## src/rtl/vedic_mul8_seq_pkg.sv

```systemverilog
// Shared types and constants for the iterative Vedic multiplier controller.
// The shift table is expressed in terms of the half width so it follows W.
package vedic_mul8_seq_pkg;

    localparam int W_DEF  = 8;
    localparam int NSTEP  = 4;
    localparam int STEP_W = 2;

    typedef enum logic [1:0] {
        IDLE = 2'd0,
        MUL  = 2'd1,
        DONE = 2'd2
    } state_t;

    typedef logic [STEP_W-1:0] step_t;

    localparam step_t LAST_STEP = step_t'(NSTEP - 1);

    // Partial-product weight per step: lo*lo, hi*lo, lo*hi, hi*hi.
    function automatic int unsigned step_shift(input step_t step, input int unsigned h);
        int unsigned sh;
        case (step)
            2'd0:    sh = 0;
            2'd1:    sh = h;
            2'd2:    sh = h;
            default: sh = 2 * h;
        endcase
        return sh;
    endfunction

endpackage

```

## src/rtl/vedic_mul8_seq_vedic4x4.sv

```systemverilog
// Combinational 4x4 Vedic (Urdhva Tiryagbhyam) multiplier built from
// full-adder cells and 4-bit ripple-carry adders.
module full_adder (
    input  logic a,
    input  logic b,
    input  logic cin,
    output logic s,
    output logic cout
);
    assign s    = a ^ b ^ cin;
    assign cout = (a & b) | (cin & (a ^ b));
endmodule

module rca4 (
    input  logic [3:0] a,
    input  logic [3:0] b,
    input  logic       cin,
    output logic [3:0] s,
    output logic       cout
);
    logic [4:0] c;

    assign c[0] = cin;

    for (genvar i = 0; i < 4; i++) begin : g_bit
        full_adder u_fa (
            .a    (a[i]),
            .b    (b[i]),
            .cin  (c[i]),
            .s    (s[i]),
            .cout (c[i+1])
        );
    end

    assign cout = c[4];
endmodule

module vedic2x2 (
    input  logic [1:0] a,
    input  logic [1:0] b,
    output logic [3:0] p
);
    logic c1;

    assign p[0] = a[0] & b[0];

    full_adder u_ha0 (
        .a    (a[1] & b[0]),
        .b    (a[0] & b[1]),
        .cin  (1'b0),
        .s    (p[1]),
        .cout (c1)
    );

    full_adder u_ha1 (
        .a    (a[1] & b[1]),
        .b    (c1),
        .cin  (1'b0),
        .s    (p[2]),
        .cout (p[3])
    );
endmodule

module vedic4x4 (
    input  logic [3:0] a,
    input  logic [3:0] b,
    output logic [7:0] p
);
    logic [3:0] q0, q1, q2, q3;
    logic [3:0] mid_s, lo_s;
    logic       mid_c, lo_c;
    logic       unused_cout;

    vedic2x2 u_q0 (.a(a[1:0]), .b(b[1:0]), .p(q0));
    vedic2x2 u_q1 (.a(a[3:2]), .b(b[1:0]), .p(q1));
    vedic2x2 u_q2 (.a(a[1:0]), .b(b[3:2]), .p(q2));
    vedic2x2 u_q3 (.a(a[3:2]), .b(b[3:2]), .p(q3));

    rca4 u_mid (.a(q1),    .b(q2),                .cin(1'b0), .s(mid_s), .cout(mid_c));
    rca4 u_lo  (.a(mid_s), .b({2'b00, q0[3:2]}), .cin(1'b0), .s(lo_s),  .cout(lo_c));

    // The cross-term sum never exceeds 5 bits, so at most one of the two carries is set.
    rca4 u_hi (
        .a    (q3),
        .b    ({1'b0, mid_c | lo_c, lo_s[3:2]}),
        .cin  (1'b0),
        .s    (p[7:4]),
        .cout (unused_cout)
    );

    assign p[3:0] = {lo_s[1:0], q0[1:0]};
endmodule

```

## src/rtl/vedic_mul8_seq.sv

```systemverilog
// Iterative WxW unsigned multiplier: one HxH partial-product unit and one
// 2W-bit accumulator time-shared over four steps, valid/ready on both sides.
//
// state | meaning
// IDLE  | in_ready=1, waiting for operands
// MUL   | accumulating partial product for step_q (0..3)
// DONE  | out_valid=1, p held until out_ready
module vedic_mul8_seq
    import vedic_mul8_seq_pkg::*;
#(
    parameter int W = W_DEF
) (
    input  logic           clk,
    input  logic           rst,
    input  logic           in_valid,
    output logic           in_ready,
    input  logic [W-1:0]   a,
    input  logic [W-1:0]   b,
    output logic           out_valid,
    input  logic           out_ready,
    output logic [2*W-1:0] p
);
    localparam int H = W / 2;

    state_t         state_q, state_d;
    step_t          step_q, step_d;
    logic [W-1:0]   ra_q, ra_d;
    logic [W-1:0]   rb_q, rb_d;
    logic [2*W-1:0] acc_q, acc_d;
    logic [2*W-1:0] p_q, p_d;
    logic           in_ready_q, in_ready_d;
    logic           out_valid_q, out_valid_d;

    logic [H-1:0]   sel_a, sel_b;
    logic [2*H-1:0] pp;
    logic [2*W-1:0] pp_sh;
    logic [2*W-1:0] acc_sum;

    assign sel_a = step_q[0] ? ra_q[W-1:H] : ra_q[H-1:0];
    assign sel_b = step_q[1] ? rb_q[W-1:H] : rb_q[H-1:0];

    if (H == 4) begin : g_vedic
        vedic4x4 u_pp (.a(sel_a), .b(sel_b), .p(pp));
    end else begin : g_generic
        assign pp = {{H{1'b0}}, sel_a} * {{H{1'b0}}, sel_b};
    end

    assign pp_sh   = {{(2*W-2*H){1'b0}}, pp} << step_shift(step_q, H);
    assign acc_sum = acc_q + pp_sh;

    always_comb begin
        state_d     = state_q;
        step_d      = step_q;
        ra_d        = ra_q;
        rb_d        = rb_q;
        acc_d       = acc_q;
        p_d         = p_q;
        in_ready_d  = in_ready_q;
        out_valid_d = out_valid_q;

        case (state_q)
            IDLE: begin
                in_ready_d  = 1'b1;
                out_valid_d = 1'b0;
                if (in_valid && in_ready_q) begin
                    ra_d       = a;
                    rb_d       = b;
                    acc_d      = '0;
                    step_d     = '0;
                    state_d    = MUL;
                    in_ready_d = 1'b0;
                end
            end
            MUL: begin
                in_ready_d = 1'b0;
                acc_d      = acc_sum;
                step_d     = step_q + step_t'(1);
                if (step_q == LAST_STEP) begin
                    p_d         = acc_sum;
                    out_valid_d = 1'b1;
                    step_d      = '0;
                    state_d     = DONE;
                end
            end
            DONE: begin
                in_ready_d = 1'b0;
                if (out_valid_q && out_ready) begin
                    out_valid_d = 1'b0;
                    in_ready_d  = 1'b1;
                    state_d     = IDLE;
                end
            end
            default: begin
                state_d     = IDLE;
                step_d      = '0;
                in_ready_d  = 1'b1;
                out_valid_d = 1'b0;
            end
        endcase
    end

    always_ff @(posedge clk) begin
        if (rst) begin
            state_q     <= IDLE;
            step_q      <= '0;
            ra_q        <= '0;
            rb_q        <= '0;
            acc_q       <= '0;
            p_q         <= '0;
            in_ready_q  <= 1'b1;
            out_valid_q <= 1'b0;
        end else begin
            state_q     <= state_d;
            step_q      <= step_d;
            ra_q        <= ra_d;
            rb_q        <= rb_d;
            acc_q       <= acc_d;
            p_q         <= p_d;
            in_ready_q  <= in_ready_d;
            out_valid_q <= out_valid_d;
        end
    end

    assign in_ready  = in_ready_q;
    assign out_valid = out_valid_q;
    assign p         = p_q;

endmodule

```

## config.mk

```make
export PLATFORM = sky130hd
export DESIGN_NAME = vedic_mul8_seq
export DESIGN_NICKNAME = d
export VERILOG_FILES = /design/src/rtl/vedic_mul8_seq_pkg.sv /design/src/rtl/vedic_mul8_seq_vedic4x4.sv /design/src/rtl/vedic_mul8_seq.sv
export SDC_FILE = /design/constraint.sdc
export NUM_CORES = 1
export LEC_CHECK = 0
export CAP_MARGIN = 25
export CORE_ASPECT_RATIO = 1.2
export CORE_MARGIN = 3
export CORE_UTILIZATION = 28
export CTS_BUF_LIST = sky130_fd_sc_hd__clkbuf_16
export DETAILED_ROUTE_END_ITERATION = 7
export SYNTH_ARGS = -nofsm -noshare
export SYNTH_HDL_FRONTEND = slang
export SYNTH_SLANG_ARGS = --single-unit
```

## constraint.sdc

```tcl
create_clock -name clk -period 6.4 [get_ports clk]
set_input_delay 1.28 -clock clk [delete_from_list [all_inputs] [get_ports clk]]
set_output_delay 1.28 -clock clk [all_outputs]
set_load 0.005 [all_outputs]
```

==> results of run 1 <==
-- layer usage --
layer	routed length, um	up-vias	track usage
met5	0	-	0
met4	138	0	0.0376
met3	326	13	0.0234
met2	4090	62	0.215
met1	4040	1390	0.166
li1	-	1516	-
-- registers in the layout, indices dropped and copies added, names as in the netlist --
signal and flops:
p 16, in_ready 1, out_valid 1, acc_q 16, state_q 2, step_q 2
ra_q 8, rb_q 8
-- area by class of cell --
cell class / instances / area, um2 / area share
Multi-Input combinational cell: 330 / 2190 / 0.539
Clock buffer: 5 / 125 / 0.0308
Tap cell: 157 / 196 / 0.0484
Timing Repair Buffer: 42 / 408 / 0.101
Clock inverter: 3 / 21.3 / 0.00524
Inverter: 10 / 37.5 / 0.00925
Sequential cell: 54 / 1080 / 0.267
-- cell usage after synthesis, types with 7 or more instances --
library cell / count
a21oi_1: 45
a22o_1: 7
a22oi_1: 7
clkbuf_1: 16
dfxtp_1: 54
fa_1: 7
ha_1: 29
inv_1: 10
mux2i_1: 13
nand2_1: 64
nand3_1: 15
nor2_1: 45
nor3_1: 8
o21ai_0: 13
xnor2_1: 7
-- logic make-up (layout without fill, tap and decap cells) --
| family | Yosys count | count (layout) | synth area share |
|---|---|---|---|
| mux | 13 | 13 | 0.0382 |
| buf+inv | 33 | 60 | 0.0404 |
| compound gates | 100 | 100 | 0.195 |
| xor+xnor | 12 | 12 | 0.0309 |
| simple gates | 169 | 169 | 0.231 |
| flops | 54 | 54 | 0.317 |
| fa+ha+maj | 36 | 36 | 0.148 |
-- per-stage QoR --
stage | util | setup WS, ns | hold WS (ns) | power (mW)
after floorplan | - | 0.821 | 0.432 | 0.412
after global placement | 0.333 | 0.569 | 0.446 | 0.440
after detailed placement | 0.333 | 0.435 | 0.448 | 0.442
after CTS | 0.346 | 0.428 | 0.459 | 0.717
after global routing | 0.346 | 0.000965 | 0.477 | 0.741
final | 0.346 | 0.443 | 0.455 | 0.710
-- where the power goes --
| group | switching, mW | internal [mW] |
|---|---|---|
| clock network | 0.131 | 0.146 |
| logic | 0.0480 | 0.0328 |
| registers | 0.00800 | 0.345 |
-- tightest hold or removal path, delay by kind of cell, from the launching register on --
| family | cells | cell delay, ns |
|---|---|---|
| compound gates | 1 | 0.05 |
| simple gates | 1 | 0.05 |
| flops | 1 | 0.31 |
-- how the worst min path moves through the flow --
stage	end	slack [ns]	cells after the start
floorplan	acc_q[10]	0.43	2
global placement	acc_q[9]	0.45	2
detailed placement	p[7]	0.45	2
CTS	p[7]	0.46	2
global route	p[12]	0.48	2
finish	p[7]	0.46	2
==> impl_results.md, run 1 <==
- Fmax: 168 MHz
- Final setup viols: 0
- Post-Syn Area: 0.00341 mm2
- Startpoint type of the worst setup path: flip-flop
- Worst Path Buf+Inv: 2
- Core area: 0.0117 mm2
- Vias in the first global route: 2970
- Most frequent cells in the layout: nand2_1, dfxtp_1, nor2_1, a21oi_1, clkdlybuf4s50_1
- I/O pin total: 38
- Placed standard-cell area: 0.00391 mm2
- Setup Skew: 0.00327 ns
- Crit-path max cell delay: 0.48 ns
- Crit share post-route: 0.931
- Critical Path RT: 6.61 ns
- Worst path slowest cell: dfxtp_1
- Total grt overflow: 0
- HPWL Detailed: 6560 um
- Layout Cells excl Fill: between 600 and 700
- Final hold vios: 0
- GPL Wtd Cong: between 0.9 and 1
- Share of the yosys chip area belonging to registers: 0.317
- Largest net degree at the start of global routing: 49
- Fin crit period: about 6 ns
- Max Root-Sink Buffers: 2
- Rows: 43
- Share of cells above drive strength 1: 0.0676
- Cell repeated most along the worst path: fa_1
- Die Y: 127 um
- Leakage: 1.61 nW
- Post-synth EDFFs: 0
- R2R Path End: p[15]
- Slew @ Worst Pin: 0.906 ns
- RSZ-0062 raised after global routing: false
- N_diodes: 0
- Synth unique cells: 55
- Clock-pin slew on the worst setup and hold paths: 0.07 ns
- Commonest non-fill, non-tap cell in the layout: nand2_1
- Syn avg cell area: approximately 8.2 um2
- Async S/R FF share, synth: 0
- ANT nets after route: 0
- Worst-Skew Late Latency: 0.29 ns
- Yosys top cell by area: dfxtp_1
- Post-CTS Hold Buffers: 0
- Drt wl/cell: 14.3 um
- Area Growth Syn to Fin: 19.1%
- Clock sinks: 54
- Pwr Density: 175 mW/mm2
- Ys flop type: dfxtp_1
- Critical path origin: step_q[1]
- H-tree depth: 2
- Worst VDD drop: between 0.0001 and 0.00015 V
- DIE AREA: 0.0135 mm2
- Initial antenna violation count: 0
- CP top delay family: adder cells
- Via density: ~5
- Via count: 2981
- Ys Warns: 0
- Synth area leaders: dfxtp_1, ha_1, nand2_1, a21oi_1, nor2_1
- Setup Buffers After CTS: 0
- WS Path Type: reg -> reg
- Reg2reg start: step_q[1]
- DIE WIDTH: between 100 and 150 um
- Slew HR: 0.393
- Reg2reg path depth: 20
- Largest fanout on the critical path: 6
- Hold Path Class: reg -> reg
- Crit path to: p[15]
- CTS root buf: clkbuf_16
- Share of the synthesized area in the top cell type: 0.317
- Post-Route Setup TNS: 0 ns
- TritonCTS buffer count: 5
- Final instance area: around 0.0041 mm2
- DP Cell Count: 593
- Starting density of the core: 0.290
- Post-Syn Instances: 417
- FF+latch count, synth: 54
- Cells along the critical path: mux2i_1 -> nor2_1 -> ha_1 -> fa_1 -> fa_1 -> inv_1 -> fa_1 -> inv_1 -> ha_1 -> fa_1 -> fa_1 -> mux2i_1 -> nor2_1 -> ha_1 -> a21o_1 -> a221oi_2 -> o22ai_2 -> o311ai_4 -> a211oi_1 -> nor4_2
- FILL cells: about 1300
- Status: finished clean
- First-pass GRT wire length: 14200 um
- Nets: 499
- Max-cap violations: 0
- R2R Setup Slk: 0.44 ns
- CTS tree: built
- DRT Pass-1 Iters: 4
- Fin. max-slew vios: 0
- Crit path DAT: 6.17 ns
- First-iteration detailed-routing DRC count: 131
- GRT Overall Usage: 0.128
- CP Depth: 20
- Post-cts sizing count: 0
- Hold_sp: p[7]
- DRC: 0
- I/O Buffers: 37
- Worst Setup End Kind: flip-flop
- Overall routed net length: about 8600 um
- Mapped Nets: roughly 470
(Power assumes the default switching activity.)
==> run 2, diff against run 1 <==
CORE_MARGIN = 2   (was 3)
==> run 2 against run 1 <==
Against the previous run: via count down 0.40%; die area down 3.4%; setup slack better by 0.031 ns; highest routed layer unchanged; wire length down 6.0%; clock skew up 0.0055 ns; final area up 0.52%; non-clock buffer count down 2; fmax up 0.52%; combinational power down 1%; sequential share of layout area down 0.14 points.
==> impl_results.md, run 2 (synthesis gave the netlist of run 1 again) <==
- Status: finished clean
- TritonCTS buffer count: 5
- Largest fanout on the critical path: 6
- Worst VDD drop: 0.000109 V
- R2R Path End: p[15]
- First-iteration detailed-routing DRC count: 154
- Nets: 497
- Overall routed net length: around 8100 um
- DIE WIDTH: around 100 um
- Leakage: 1.61 nW
- Routing usage on met1: 0.153
- H-tree depth: 2
- Grt met2 use: 0.219
- Via count: 2969
- Max-cap violations: 0
- Crit path to: p[15]
- FILL cells: between 1000 and 1500
- Slew @ Worst Pin: 0.906 ns
- Initial antenna violation count: 0
- Switching share of power: 0.250
- Total grt overflow: 0
- HPWL Detailed: between 6000 and 7000 um
- DP Cell Count: 595
- Multi-input logic area: between 0.002 and 0.0025 mm2
- Worst-Skew Late Latency: 0.30 ns
- Clock sinks: 54
- Reg2reg path depth: 20
- DRT Pass-1 Iters: 4
- Post-CTS Hold Buffers: 0
- Reg power frac: 0.468
- RSZ-0062 raised after global routing: false
- Slew HR: 0.394
- Clock power share: 0.426
- Cells along the critical path: mux2i_1 -> nor2_1 -> ha_1 -> fa_1 -> fa_1 -> inv_1 -> fa_1 -> inv_1 -> ha_1 -> fa_1 -> fa_1 -> mux2i_1 -> nor2_1 -> ha_1 -> a21o_1 -> a221oi_2 -> o22ai_2 -> o311ai_4 -> a211oi_1 -> nor4_2
- Critical path origin: step_q[1]
- I/O Buffers: 37
- Startpoint type of the worst setup path: flip-flop
- Final WS setup: 0.474 ns
- Crit share post-route: 0.926
- Drt wl/cell: 13.4 um
- GRT Overall Usage: 0.123
- Layout Cells excl Fill: 603
- Post-Route Setup TNS: 0 ns
- R2R Setup Slk: 0.47 ns
- Largest net degree at the start of global routing: 49
- Commonest non-fill, non-tap cell in the layout: nand2_1
- Worst Setup End Kind: flip-flop
- N_diodes: 0
- Final setup viols: 0
- Global route hottest layer: met2
- Reg area: 0.00108 mm2
- Core area: 0.0120 mm2
- Pwr Density: 185 mW/mm2
- WS Path Type: reg -> reg
- Crit path DAT: 6.14 ns
- Reg2reg start: step_q[1]
- Hold Path Class: reg -> reg
- GRT met3 Usage: 0.0204
- DIE AREA: 0.0131 mm2
- Crit-path max cell delay: around 0.48 ns
- GPL Wtd Cong: 0.853
- Rows: 44
- Comb pwr share: 0.106
- Final hold vios: 0
- Post-cts sizing count: 0
- Fin crit period: around 5.9 ns
- DP Worst Slack: 0.484 ns
- Net Switching: about 0.19 mW
- Fin. max-slew vios: 0
- Share of cells above drive strength 1: 0.0656
- Via density: 4.92
- Setup Skew: 0.00881 ns
- Cell repeated most along the worst path: fa_1
- Clock-pin slew on the worst setup and hold paths: ~0.080 ns
- CTS root buf: clkbuf_16
- ANT nets after route: 0
- Critical Path RT: 6.62 ns
- Total power: 0.754 mW
- DRC: 0
- Fmax: 169 MHz
- Most frequent cells in the layout: nand2_1, dfxtp_1, nor2_1, a21oi_1, clkdlybuf4s50_1
- I/O pin total: 38
- Vias in the first global route: 2820
- Area Growth Syn to Fin: 19.7%
- CTS tree: built
- Starting density of the core: 0.284
- Final Core Density: 0.340
- First-pass GRT wire length: 13300 um
- Setup Buffers After CTS: 0
- Max Root-Sink Buffers: 2
- Die Y: roughly 120 um
- Worst path slowest cell: dfxtp_1
- Internal: 0.566 mW
[run 2: cell types whose count changed in the layout (fill, tap and decap cells not counted), sizes merged]
cell / before / now
inv: 10 / 11
clkinv: 3 / 0
clkinvlp: 0 / 1
buf: 5 / 3
bufinv: 0 / 1
[run 2: critical path: cells and delay by family, from the launching register on]
family | cells | cell delay, ns
fa+ha+maj | 8 | 3.05
compound gates | 5 | 1.07
mux | 2 | 0.67
flops | 1 | 0.48
simple gates | 3 | 0.45
buf+inv | 2 | 0.15
[run 2: layout make-up]
class / count / area share
multi-input cells: 330 / 0.536
flip-flops and latches: 54 / 0.265
clock buffers: 5 / 0.0307
inverters: 10 / 0.00921
well taps: 161 / 0.0494
clock inverters: 3 / 0.0120
repair buffers: 40 / 0.0973
[run 2: metal layers]
metal / part of all wire / up-vias
met3: 0.039 / 8
met4: 0.0067 / 0
met5: 0 / -
li1: - / 1508
met2: 0.49 / 61
met1: 0.47 / 1392
[run 2: worst min-delay path by stage]
stage | from | end | slack (ns) | depth (start not counted)
3_3_place_gp | p[7] | p[7] | 0.45 | 2
6_report | p[5] | p[5] | 0.46 | 2
4_1_cts | p[3] | p[3] | 0.46 | 2
3_5_place_dp | p[3] | p[3] | 0.45 | 2
5_1_grt | ra_q[4] | ra_q[4] | 0.48 | 2
2_1_floorplan | acc_q[10] | acc_q[10] | 0.43 | 2
[run 2: metrics by stage]
step | hold WS [ns] | area [um2]
2_1_floorplan | 0.432 | 3410
3_3_place_gp | 0.447 | 3890
3_5_place_dp | 0.446 | 3900
4_1_cts | 0.457 | 4080
5_1_grt | 0.479 | 4080
6_report | 0.457 | 4080
[run 2: power by group through the flow]
stage	Sequential [mW]	Clock [mW]	Combinational (mW)
after floorplan	0.357	0	0.0559
after global placement	0.361	0	0.0782
after detailed placement	0.361	0	0.0801
after CTS	0.353	0.328	0.0807
after global routing	0.355	0.342	0.0880
final	0.353	0.321	0.0797
==> run 3, diff against run 2 <==
CTS_BUF_LIST = sky130_fd_sc_hd__clkbuf_8 sky130_fd_sc_hd__clkbuf_16   (was sky130_fd_sc_hd__clkbuf_16)
SLEW_MARGIN = 30   (was default)
TNS_END_PERCENT = 30   (was default)
==> run 3 against run 2 <==
Against the previous run: sequential power hardly changed; combinational power is 0.6% higher; core utilization is 0.062 points lower; cell count is 0.17% lower; critical path depth stayed put; critical endpoint unchanged; highest routed layer unchanged.
==> impl_results.md, run 3 (synthesis gave the netlist of run 1 again) <==
- Hold depth: 2
- DRC: 0
- First-iteration detailed-routing DRC count: 140
- Clock-pin slew on the worst setup and hold paths: 0.08 ns
- CTS tree: built
- TritonCTS buffer count: 5
- Initial antenna violation count: 0
- Crit path DAT: between 6 and 7 ns
- Fin Hold WS: 0.457 ns
- Clock power share: 0.425
- R2R Path End: p[15]
- FILL cells: 1326
- First-pass GRT wire length: 13400 um
- N_diodes: 0
- Hold_sp: p[3]
- R2R Setup Slk: between 0.4 and 0.5 ns
- WS Path Type: reg -> reg
- CTS root buf: clkbuf_16
- Met2 wire len: approximately 4000 um
- WL met1: 3800 um
- Drt wl/cell: 13.6 um
- DIE AREA: 0.0131 mm2
- DIE WIDTH: 105 um
- Clock sinks: 54
- I/O Buffers: 37
- Via count: around 3000
- Critical path origin: step_q[1]
- H-tree depth: 2
- Status: finished clean
- RSZ-0062 raised after global routing: false
- HPWL Detailed: 6210 um
- Largest fanout on the critical path: 6
- Max Root-Sink Buffers: 2
- Commonest non-fill, non-tap cell in the layout: nand2_1
- Reg2reg path depth: 20
- GPL Wtd Cong: around 0.85
- Startpoint type of the worst setup path: flip-flop
- Rows: 44
- Largest net degree at the start of global routing: 49
- Post-cts sizing count: 0
- Post-CTS Hold Buffers: 0
- Reg2reg start: step_q[1]
- Share of cells above drive strength 1: 0.0680
- Worst VDD drop: 0.000109 V
- Switching share of power: 0.250
- Slew HR: 0.426
- Overall routed net length: 8190 um
- Via density: 4.95
- Area Growth Syn to Fin: 19.5%
- Crit share post-route: 0.934
- Worst Setup End Kind: flip-flop
- Final setup viols: 0
- Hold Path Class: reg -> reg
- Placed standard-cell area: between 0.003 and 0.004 mm2
- Post-Route Setup TNS: 0 ns
- Net Switching: 0.188 mW
- Worst-Skew Late Latency: 0.30 ns
- Final instance area: 0.00407 mm2
- DP Cell Count: a little under 600
- Final hold vios: 0
- DRT Pass-1 Iters: 4
- Fin crit period: 5.98 ns
- Most frequent cells in the layout: nand2_1, dfxtp_1, a21oi_1
- Critical Path RT: approximately 6.6 ns
- Starting density of the core: 0.284
- Pwr Density: 185 mW/mm2
- Comb pwr share: 0.106
- Setup Buffers After CTS: 0
- Max layer used: met4
- Setup Skew: 0.0120 ns
- Leakage: 1.60 nW
- Slew @ Worst Pin: ~0.86 ns
- Nets: just under 500
- Fmax: 167 MHz
- Fin. max-slew vios: 0
- Layout Cells excl Fill: 602
- Die Y: ~120 um
- Vias in the first global route: 2875
- Internal: 0.565 mW
- Reg power frac: 0.468
- ANT nets after route: 0
- I/O pin total: 38
- Worst Hold End: p[3]
- Met3 WL: around 230 um
- Max-cap violations: 0
- Core area: 0.0120 mm2
- GRT Overall Usage: 0.124
- Total grt overflow: 0
==> run 3: changes by cell type in the layout (fill, tap and decap cells not counted), sizes merged <==
| cell | before | now |
|---|---|---|
| buf | 3 | 2 |
| clkinv | 0 | 1 |
| clkinvlp | 1 | 0 |
==> run 3: cell type report <==
class / instances / area (um2) / area share
sequential: 54 / 1080 / 0.266
clock buffer: 5 / 125 / 0.0307
clock inverter: 3 / 47.5 / 0.0117
timing repair buffer: 39 / 385 / 0.0947
multi-input combinational: 330 / 2190 / 0.539
tap: 161 / 201 / 0.0495
inverter: 10 / 37.5 / 0.00922
==> run 3: power by group through the flow <==
| stage | logic, mW | clock network, mW | registers, mW |
|---|---|---|---|
| finish | 0.0802 | 0.320 | 0.353 |
| global route | 0.0885 | 0.338 | 0.355 |
| CTS | 0.0808 | 0.325 | 0.353 |
| detailed placement | 0.0803 | 0 | 0.361 |
| global placement | 0.0782 | 0 | 0.361 |
| floorplan | 0.0559 | 0 | 0.357 |
==> run 3: worst max-delay path, stage by stage, from the launching register on <==
cell	delay (ns)
dfxtp_1	0.48
mux2i_1	0.43
nor2_1	0.11
ha_1	0.34
fa_1	0.45
fa_1	0.38
inv_1	0.08
fa_1	0.41
inv_1	0.07
ha_1	0.24
fa_1	0.41
fa_1	0.46
mux2i_1	0.23
nor2_1	0.08
ha_1	0.37
a21o_1	0.25
a221oi_2	0.27
o22ai_2	0.15
o311ai_4	0.31
a211oi_1	0.13
nor4_2	0.26
==> run 3: how the worst max path moves through the flow <==
| stage | to | slack (ns) |
|---|---|---|
| after floorplan | p[15] | 0.82 |
| after global placement | p[15] | 0.58 |
| after detailed placement | p[15] | 0.42 |
| after CTS | p[15] | 0.41 |
| after global routing | p[15] | 0.06 |
| final | p[15] | 0.42 |
==> run 3: metrics by stage <==
stage,setup WS [ns],utilization,power (mW)
after floorplan,0.821,-,0.412
after global placement,0.577,0.324,0.439
after detailed placement,0.422,0.325,0.441
after CTS,0.414,0.339,0.759
after global routing,0.0554,0.339,0.781
final,0.422,0.339,0.754
==> run 3: layer usage <==
| metal | vias to the layer above | GRT usage |
|---|---|---|
| met5 | - | 0 |
| met4 | 0 | 0.0337 |
| met3 | 13 | 0.0178 |
| met2 | 56 | 0.222 |
| met1 | 1399 | 0.154 |
| li1 | 1509 | - |
